$ cat src/rtl/booth_pkg.sv
// booth_pkg: shared state encodings, Booth pair encodings and default width
package booth_pkg;
  typedef enum logic [1:0] {IDLE = 2'd0, CALC = 2'd1, DONE = 2'd2} state_t;
  localparam logic [1:0] ADD = 2'b01;
  localparam logic [1:0] SUB = 2'b10;
  localparam int DEFAULT_WIDTH = 8;
endpackage

$ cat src/rtl/booth_step.sv
// booth_step: one combinational radix-2 Booth add/subtract-and-shift step
module booth_step import booth_pkg::*; #(
  parameter int WIDTH = DEFAULT_WIDTH
) (
  input  logic [2*WIDTH+1:0] acc,
  input  logic               guard,
  input  logic [WIDTH:0]     mcand,
  output logic [2*WIDTH+1:0] acc_next,
  output logic               guard_next
);
  logic [WIDTH:0] upper;
  logic [WIDTH:0] sum;
  logic [1:0]     pair;
  always_comb begin
    upper      = acc[2*WIDTH+1:WIDTH+1];
    pair       = {acc[0], guard};
    sum        = pair == SUB ? upper - mcand : pair == ADD ? upper + mcand : upper;
    acc_next   = {sum[WIDTH], sum, acc[WIDTH:1]};
    guard_next = acc[0];
  end
endmodule

$ cat src/rtl/booth_seq_multiplier.sv
// booth_seq_multiplier: sequential radix-2 Booth multiplier, signed or unsigned, valid/ready handshakes
module booth_seq_multiplier import booth_pkg::*; #(
  parameter int WIDTH = DEFAULT_WIDTH
) (
  input  logic               clk,
  input  logic               rst,
  input  logic               in_valid,
  output logic               in_ready,
  input  logic [WIDTH-1:0]   multiplicand,
  input  logic [WIDTH-1:0]   multiplier,
  input  logic               signed_mode,
  output logic               out_valid,
  input  logic               out_ready,
  output logic [2*WIDTH-1:0] product,
  output logic               busy
);
  localparam int CW = $clog2(WIDTH + 2);
  localparam int AW = 2*WIDTH + 2;
  state_t          state_q, state_d;
  logic [AW-1:0]   acc_q, acc_d, acc_step;
  logic            guard_q, guard_d, guard_step;
  logic [WIDTH:0]  mcand_q, mcand_d;
  logic [CW-1:0]   cnt_q, cnt_d;
  booth_step #(.WIDTH(WIDTH)) u_step (
    .acc        (acc_q),
    .guard      (guard_q),
    .mcand      (mcand_q),
    .acc_next   (acc_step),
    .guard_next (guard_step)
  );
  // Steps run at counts 0..WIDTH; the extra count settles the result so latency is WIDTH+2
  always_comb begin
    state_d = state_q;
    acc_d   = acc_q;
    guard_d = guard_q;
    mcand_d = mcand_q;
    cnt_d   = cnt_q;
    case (state_q)
      IDLE: if (in_valid) begin
        state_d = CALC;
        mcand_d = {signed_mode & multiplicand[WIDTH-1], multiplicand};
        acc_d   = {{(WIDTH+1){1'b0}}, signed_mode & multiplier[WIDTH-1], multiplier};
        guard_d = 1'b0;
        cnt_d   = '0;
      end
      CALC: begin
        cnt_d = cnt_q + CW'(1);
        if (cnt_q == CW'(WIDTH + 1)) state_d = DONE;
        else begin
          acc_d   = acc_step;
          guard_d = guard_step;
        end
      end
      DONE: if (out_ready) state_d = IDLE;
      default: state_d = IDLE;
    endcase
  end
  always_ff @(posedge clk) begin
    if (rst) begin
      state_q <= IDLE;
      acc_q   <= '0;
      guard_q <= 1'b0;
      mcand_q <= '0;
      cnt_q   <= '0;
    end else begin
      state_q <= state_d;
      acc_q   <= acc_d;
      guard_q <= guard_d;
      mcand_q <= mcand_d;
      cnt_q   <= cnt_d;
    end
  end
  assign in_ready  = state_q == IDLE;
  assign out_valid = state_q == DONE;
  assign busy      = state_q != IDLE;
  assign product   = state_q == DONE ? acc_q[2*WIDTH-1:0] : '0;
endmodule
$ cat config.mk
export PLATFORM = sky130hd
export DESIGN_NAME = booth_seq_multiplier
export DESIGN_NICKNAME = d
export VERILOG_FILES = /design/src/rtl/booth_pkg.sv /design/src/rtl/booth_step.sv /design/src/rtl/booth_seq_multiplier.sv
export SDC_FILE = /design/constraint.sdc
export NUM_CORES = 1
export LEC_CHECK = 0
export CORE_UTILIZATION = 50
export DETAILED_ROUTE_END_ITERATION = 10
export GPL_TIMING_DRIVEN = 0
export PLACE_DENSITY_LB_ADDON = 0.05
export SLEW_MARGIN = 30
export SYNTH_ARGS = -nofsm -noshare
export SYNTH_HDL_FRONTEND = slang
export SYNTH_SLANG_ARGS = --single-unit
$ cat constraint.sdc
create_clock -name clk -period 2.7 [get_ports clk]
set_input_delay 0.54 -clock clk [delete_from_list [all_inputs] [get_ports clk]]
set_output_delay 0.54 -clock clk [all_outputs]
set_load 0.005 [all_outputs]
## Word-level counts from Yosys, hierarchy flattened

Index checks and enable logic that the tools add are counted.

| storage, ports and cells | value |
|---|---|
| logic and storage cells | 41 |
| latch bits | 0 |
| bits in read-only memories | 0 |
| RAM bits | 0 |
| output and inout port bits | 19 |
| memories kept | 0 |
| register bits | 34 |

| operators by class | value |
|---|---|
| shift operators | 0 |
| reductions and logical operators | 7 |
| multiply operators | 0 |
| mux-type cells | 15 |
| magnitude comparators | 0 |
| $add $sub $neg | 3 |
| equality and inequality tests | 9 |
| bitwise operators | 2 |
| div/mod/pow operators | 0 |

Operators with widths:

| cell | count |
|---|---|
| 18-bit two-way mux | 2 |
| 18-bit one-hot mux with 2 select lines | 1 |
| 9-bit two-way mux | 2 |
| 16-bit two-way mux | 1 |
| 9-bit adder | 1 |
| 9-bit subtractor | 1 |
| 4-bit one-hot mux with 2 select lines | 1 |
| 2-bit two-way mux | 3 |
| 2-bit != test, second input constant | 3 |
| 2-bit one-hot mux with 3 select lines | 1 |
| 3-bit AND reduction | 2 |
| 4-bit by 1-bit adder with 4-bit output, second input constant | 1 |
| 2-bit by 1-bit equality test with 1-bit output, second input constant | 2 |
| 2-bit equality test, second input constant | 2 |
| 4-bit equality test, second input constant | 1 |
| 4-bit two-way mux | 1 |
| 2-bit AND reduction | 2 |
| 2-bit nonzero test | 2 |
| 1-bit AND | 2 |
| 2-bit logical NOT | 1 |
| 1-bit two-way mux | 2 |
| 2-bit by 1-bit != test with 1-bit output, second input constant | 1 |
| 1-bit one-hot mux with 2 select lines | 1 |

## Depth between registers and ports, before layout

Gate-level depths: netlist (run 1).

| depth | value |
|---|---|
| depth after elaboration | 5 |
| gate-level depth with buffers | 10 |
| depth with buffers taken out | 10 |

## Modules after synthesis

From an unflattened synthesis (run 1), not the netlist that was laid out.

| unflattened totals | value |
|---|---|
| cell total of the unflattened synthesis | 323 |
| area total of the unflattened synthesis | 2558.7 um^2 |

Modules (own cells, without submodules):

| module | cells each | sequential area each (um^2) | area each (um^2) | instances |
|---|---|---|---|---|
| booth_seq_multiplier | 183 | 680.7 | 1589.0 | 1 |
| booth_step | 140 | 0.0 | 969.7 | 1 |

## Least setup slack after synthesis (run 1)

Ideal clock, no wire load.

| timing path | value |
|---|---|
| path type | flip-flop to flip-flop |
| from | register acc_q[9] |
| to | register acc_q[16] |
| required time | 2.577 ns |
| buffers on the path | 0 |
| slack | 0.660 ns |
| stages on the path, launching flop included | 11 |
| data arrival time | 1.917 ns |
| setup time | 0.123 ns |
| path through | dfxtp_1 -> inv_1 -> ha_1 -> inv_1 -> fa_1 -> a211oi_1 -> o21bai_1 -> a31oi_1 -> nor2_1 -> a2111oi_2 -> o21ai_1 |

| between the ends | value |
|---|---|
| longest elaborated chain between the ends | 5 |
| elaborated cells between the ends (all ways) | 6 |
| classes of those cells | 2 x add/sub; 4 x mux |

Ends and longest elaborated chain:

| item | line | source |
|---|---|---|
| start: declaration | booth_seq_multiplier.sv:20 | `logic [AW-1:0] acc_q, acc_d, acc_step;` |
| start signal: assignment | booth_seq_multiplier.sv:61 | `acc_q <= '0;` |
| start signal: assignment | booth_seq_multiplier.sv:67 | `acc_q <= acc_d;` |
| 9-bit adder | booth_step.sv:17 | `sum = pair == SUB ? upper - mcand : pair == ADD ? upper + mcand : upper;` |
| 9-bit two-way mux | booth_step.sv:17 |  |
| 9-bit two-way mux * | booth_step.sv:17 |  |
| 18-bit two-way mux * | booth_seq_multiplier.sv:48 | `if (cnt_q == CW'(WIDTH + 1)) state_d = DONE;` |
| 18-bit one-hot mux with 2 select lines * | booth_seq_multiplier.sv:38 | `case (state_q)` |

Mark *: on every way between the ends. The rest lies on a longest branch, timed or not. The select of a mux whose other input is x is not followed.
A chain may end at the register's enable or synchronous reset.

## Worst setup path after layout (run 1)

| timing path | value |
|---|---|
| from | register state_q[1] |
| to | output product[9] |

| between the ends | value |
|---|---|
| longest elaborated chain between the ends | 2 |

Ends and longest elaborated chain:

| item | line | source |
|---|---|---|
| start: declaration | booth_seq_multiplier.sv:19 | `state_t state_q, state_d;` |
| start signal: assignment | booth_seq_multiplier.sv:66 | `state_q <= state_d;` |
| 2-bit equality test | booth_seq_multiplier.sv:76 | `assign product = state_q == DONE ? acc_q[2*WIDTH-1:0] : '0;` |
| 16-bit two-way mux | booth_seq_multiplier.sv:76 |  |
| end: declaration | booth_seq_multiplier.sv:14 | `output logic [2*WIDTH-1:0] product,` |

Every way passes these cells.

==> flow_summary.ini, run 1 <==
[synth]
synth.distinct_cells = 52
synth_area_sq_mm = 0.00236
synth_top_area_share_pct = 28.0
ys_ff_latch = 33
ys_seq_area_share_pct = 28.0
synth_fp_nets = 345
synth_async_sr_flop_share_pct = 0
avgSynthCellArea_sq_um = 7.81
synth_largest_area_cell = dfxtp_1
synthCells = 302
ys.flop_type = dfxtp_1
synth_area_leaders = dfxtp_1, ha_1, nand2_1
synth_edf_count = 0
ys_warn_count = 0

[timing]
setup_viol = 0
fmax_mhz = 402
relSlewSlack_pct = 57.5
slew_viol_final = 0
skew_ns = 0.0145
rsz0062_at_grt = no
finalCriticalPeriod_ns = 2.49
fin_crit_sh_pct = 92.1
setup_tns_ns = 0
hold_violations = 0
tightest_slew_ns = 0.633

[clock_tree]
worst_skew_pair.late_latency_ns = 0.29
cts_root_buf = clkbuf_8
path_clk_slew_ns = 0.09
postCtsSetupRepairBufs = 0
cts_tree = yes
numClockSinks = 33
htree_levels = 2
clock_tree.buffer_depth = 2
cts_buffers = 5
hold_buffers = 0

[finish]
insertedDiodeCount = 0
stdcell_area_sq_mm = 0.00294
areaGrowthSynthToFinish_pct = 24.6
drive_gt1_share_pct = 6.59
finalNetCount = 391
nFillCells = 422

[drt]
routed-via-count = 2269
postRouteAntennaNets = 0
routed_via_density = 5.66
drtIter0Drc = 134
drt-total-wl_mm = 5.83
drt_first_pass_iters = 7
routedWlPerCell_microns = 14.5
drc_errors = 2

[floorplanning]
core_sq_mm = 0.00444
die-area_sq_mm = 0.00500
die_y_microns = 70.7
start_util_pct = 53.1
die-width_microns = 70.7
num_rows = 24
ios = 40

[setup_path]
critPathRequiredTime_ns = 2.16
cp_top_family = buffers and inverters
path_class = reg2out
r2r_slack_ns = 0.34
crit_buf_inv = 2
cp.arrival_ns = 1.95
cpPeakStageDelay_ns = 0.50
worstPathMaxFanout = 10
crit_chain = nor2b_4 -> clkbuf_2 -> and2_1 -> clkdlybuf4s50_1
cp-end-kind = output port
critical_path.startpoint_type = flip-flop
crit_path_top_delay_cell = clkdlybuf4s50_1

[place]
hpwl_mm = 4.35
placed_cell_area_sq_mm = 0.00282
place_congestion = 0.857
port_buffers = 39

[grt]
grt_overflow = 0
grt_pass1_vias = 2052
grt_max_degree = 11
grt_pass1_wl_mm = 9.91
antenna_found_initial = 0
gr-usage-all-layers_pct = 24.7

[run_status]
violations = DRC
outcome = finished with violations

[pwr]
ir_drop_v = 0.000269
leakagePower_nw = 1.19
powerDensity_mw_per_mm2 = 451

[worst_hold_path]
hp-class = reg2reg

[job]
max_cap_viol_count = 0
-- timing repair --
item                                    4_1_cts  5_1_grt
resized for setup                             2        1
endpoints found under the setup margin       10        4
hold endpoints to repair                      0        0
-- final cells by class --
type	count	area [sq um]	share of cell area (%)
multi-input combinational	236	1550	52.7
sequential	33	661	22.5
timing repair buffer	39	390	13.3
buffer	17	97.6	3.32
clock buffer	7	86.3	2.94
tap	52	65.1	2.21
inverter	16	60.1	2.04
clock inverter	1	30.0	1.02
-- worst paths after layout --
path                            depth (start not counted)       start    endpoint
worst max register to register                         10    acc_q[9]   acc_q[16]
worst min register to register                          2  mcand_q[3]  mcand_q[3]
worst min-delay path                                    2  mcand_q[3]  mcand_q[3]
worst max-delay path                                    4  state_q[1]  product[9]
-- cell families (layout without fill, tap and decap cells) --
| family | count (synthesis) | in the layout | synth area share [%] |
|---|---|---|---|
| AO/OA/AOI/OAI | 77 | 77 | 23.3 |
| buffers and inverters | 33 | 80 | 6.63 |
| adder cells (fa/ha/maj) | 22 | 22 | 12.3 |
| flip-flops | 33 | 33 | 28.0 |
| multiplexers | 2 | 2 | 0.848 |
| XOR/XNOR | 8 | 8 | 2.97 |
| AND/OR/NAND/NOR | 127 | 127 | 26.0 |
-- Yosys cell counts, types with 2 or more instances --
master and count:
o21bai_1 6, a21oi_1 18, a22o_1 2, dfxtp_1 33
nand2b_1 2, nor2_1 34, inv_1 16, xnor2_1 3
clkbuf_1 7, buf_2 5, o21ai_1 2, nand3b_1 2
a311oi_1 8, or4_1 2, buf_6 3, nor3_1 5
a31oi_1 6, o21ai_0 6, and2_1 17, ha_1 20
xor2_1 5, o311ai_0 2, fa_1 2, nor2b_1 8
nand2_1 45, mux2i_1 2, nand3_1 4, a21o_1 3
o21a_1 2, o31ai_1 3, a22oi_1 4, a211oi_1 2
o211ai_1 4
-- worst register-to-register path: cells and delay by family (launching register included) --
kind | cells | cell delay (ns)
fa+ha+maj | 2 | 0.58
flops | 1 | 0.36
buf+inv | 2 | 0.13
simple gates | 1 | 0.10
compound gates | 5 | 1.09
-- metal layers --
layer | routed length, microns | GRT usage, %
met5 | 0 | 0
met4 | 40 | 6.44
met3 | 215 | 4.13
met2 | 2550 | 37.7
met1 | 3020 | 36.3
-- cells in the final DEF (no fill, tap or decap), drive strengths merged, types with 3 or more instances in the layout --
cell type / count
nand2: 45
a22oi: 4
nand3: 4
a31oi: 6
o211ai: 4
clkbuf: 14
dfxtp: 33
nor2b: 8
a21oi: 19
o21bai: 6
nor3: 6
ha: 20
a21o: 3
xnor2: 3
clkdlybuf4s50: 39
o21ai: 9
nor2: 34
o31ai: 3
and2: 17
inv: 16
xor2: 5
a311oi: 9
buf: 10
-- report_power, final --
part	internal, W	leakage, nW	switching, W	total, W
clock network	0.000301	0.0585	0.000198	0.000499
logic	0.000130	0.859	0.000158	0.000289
registers	0.000513	0.270	0.0000252	0.000538
total	0.000944	1.19	0.000381	0.00133
-- flip-flops by register name (all words and copies together), names as in the netlist --
name / cells
state_q: 2
cnt_q: 4
mcand_q: 9
guard_q: 1
acc_q: 17
-- stage by stage --
stage | hold WS [ns] | instances | utilization (%) | total power [W] | worst slack (ns)
after CTS | 0.483 | 401 | 66.0 | 0.00133 | 0.0906
after global routing | 0.518 | 401 | 66.2 | 0.00138 | 0.0762
final | 0.484 | 401 | 66.2 | 0.00133 | 0.213
after detailed placement | 0.473 | 393 | 63.3 | 0.000832 | 0.0635
after global placement | 0.466 | 393 | 63.3 | 0.000827 | 0.109
after floorplan | 0.443 | 302 | - | 0.000743 | 0.660
(Power assumes the default switching activity.)
==> inputs of run 2 (changes only) <==
--- a/config.mk
+++ b/config.mk
@@ -5,10 +5,11 @@
 export SDC_FILE = /design/constraint.sdc
 export NUM_CORES = 1
 export LEC_CHECK = 0
-export CORE_UTILIZATION = 50
+export CORE_UTILIZATION = 53
 export DETAILED_ROUTE_END_ITERATION = 10
 export GPL_TIMING_DRIVEN = 0
 export PLACE_DENSITY_LB_ADDON = 0.05
+export RECOVER_POWER = 25
 export SLEW_MARGIN = 30
 export SYNTH_ARGS = -nofsm -noshare
 export SYNTH_HDL_FRONTEND = slang
==> constraint.sdc (replaced) <==
create_clock -name clk -period 2.4 [get_ports clk]
set_input_delay 0.48 -clock clk [delete_from_list [all_inputs] [get_ports clk]]
set_output_delay 0.48 -clock clk [all_outputs]
set_load 0.005 [all_outputs]
==> run 2 against run 1 <==
The flow now finishes without violations; largest cell class unchanged; total power up 2.6%; non-clock buffer count up 1; highest routed layer unchanged; setup slack got worse by 0.10 ns; sequential share of layout area is 0.091 points higher; final area shrank 0.21%.
==> flow_summary.ini, run 2 (synthesized netlist as in run 1, its figures left out) <==
[run_status]
outcome = completed

[drt]
routed_via_density = 5.75
drtIter0Drc = 177
routedWlPerCell_microns = 14.6
routed-via-count = 2304
drc_errors = 0
drt-total-wl_mm = 5.85
postRouteAntennaNets = 0
drt_first_pass_iters = 5

[finish]
largest_register = acc_q
finalNetCount = 393
drive_gt1_share_pct = 7.98
mostFrequentLayoutCells = nand2_1, clkdlybuf4s50_1, nor2_1
utilization_pct = 70.8
largest_reg_flops = 17
top_regs = acc_q x17, mcand_q x9, cnt_q x4
insertedDiodeCount = 0
fin_cells = 401
final_common_cell = nand2_1
areaGrowthSynthToFinish_pct = 24.3

[setup_path]
path_class = reg2out
cp-end-kind = output port
critical_path.startpoint_type = flip-flop
cp.arrival_ns = 1.81
r2r_end = acc_q[13]
worstPathMaxFanout = 10
r2r_slack_ns = 0.21
r2r_start = acc_q[10]
rr_worst_depth = 7
critPathRequiredTime_ns = 1.92

[place]
place_congestion = 0.830
dp.cells = 391
port_buffers = 39
dp_slack_ns = -0.129
hpwl_mm = 4.35

[grt]
gr-usage-all-layers_pct = 27.6
antenna_found_initial = 0
grt_pass1_wl_mm = 9.57
grt_max_degree = 11
grt_overflow = 0
grt_pass1_vias = 2033

[clock_tree]
worst_skew_pair.late_latency_ns = 0.29
cts_tree = yes
numClockSinks = 33
cts_buffers = 5
path_clk_slew_ns = 0.07
htree_levels = 2
hold_buffers = 0
cts_root_buf = clkbuf_8
clock_tree.buffer_depth = 2

[pwr]
ir_drop_v = 0.000430
leakagePower_nw = 1.18
powerDensity_mw_per_mm2 = 464

[timing]
slew_viol_final = 0
hold_violations = 0
finalCriticalPeriod_ns = 2.29
relSlewSlack_pct = 53.4
setup_viol = 0
fmax_mhz = 437
setup_ws_ns = 0.113
fin_crit_sh_pct = 95.3
skew_ns = 0.00350
tightest_slew_ns = 0.699
rsz0062_at_grt = no

[floorplanning]
die-area_sq_mm = 0.00472
start_util_pct = 56.9
die-width_microns = 68.7
die_y_microns = 68.7
core_sq_mm = 0.00414
ios = 40
num_rows = 23

[worst_hold_path]
holdPathEnd = mcand_q[8]
min_path_cells = 2
hp-class = reg2reg
min-delay-start = mcand_q[8]

[job]
max_cap_viol_count = 0
==> run 2: worst max path at each step <==
stage                        endpoint       start  slack (ns)  cells past startpoint
after floorplan             acc_q[16]    acc_q[9]        0.36                     10
after global placement    product[11]  state_q[0]       -0.13                      5
after detailed placement   product[9]  state_q[0]       -0.13                      5
after CTS                  product[9]  state_q[1]        0.03                      4
after global routing        acc_q[16]    acc_q[9]       0.002                     10
final                      product[9]  state_q[0]        0.11                      5
==> run 2: repair_timing <==
item	CTS	global route
pin swaps	0	2
cloned	0	1
endpoints found under the setup margin	10	11
buffers inserted	0	1
resized for setup	4	5
==> run 2: cell type report <==
| cell class | count | area (sq um) |
|---|---|---|
| fillers | 365 | 1210 |
| clock buffers | 6 | 72.6 |
| flip-flops and latches | 33 | 662 |
| well taps | 50 | 62.6 |
| inverters | 16 | 60.1 |
| repair buffers | 40 | 398 |
| plain buffers | 17 | 100 |
| multi-input cells | 237 | 1570 |
| clock inverters | 2 | 10.0 |
==> run 2: stage by stage <==
step	power [W]	cell area, sq um	hold slack (ns)	TNS [ns]
2_1_floorplan	0.000836	2360	0.443	0
3_3_place_gp	0.000931	2810	0.460	-1.15
3_5_place_dp	0.000937	2810	0.464	-1.12
4_1_cts	0.00135	2910	0.472	0
5_1_grt	0.00142	2930	0.504	0
6_report	0.00136	2930	0.470	0
==> run 2: worst max-delay path: stages (launching register included) <==
cell,delay (ns)
dfxtp_1,0.30
buf_2,0.18
nor2b_4,0.18
buf_4,0.21
and2_1,0.15
clkdlybuf4s50_1,0.50
==> run 2: metal layers <==
layer / up-vias / routed length [microns] / global-route usage, %
met5: - / 0 / 0
met4: 0 / 62 / 9.18
met3: 6 / 273 / 4.44
met2: 65 / 2670 / 42.6
met1: 1082 / 2840 / 38.7
li1: 1151 / - / -
==> run 2: power by group <==
| group | internal (W) | switching, W | total [W] |
|---|---|---|---|
| Sequential | 0.000577 | 0.0000263 | 0.000603 |
| Combinational | 0.000155 | 0.000183 | 0.000338 |
| Clock | 0.000201 | 0.000218 | 0.000419 |
| Total | 0.000933 | 0.000427 | 0.00136 |
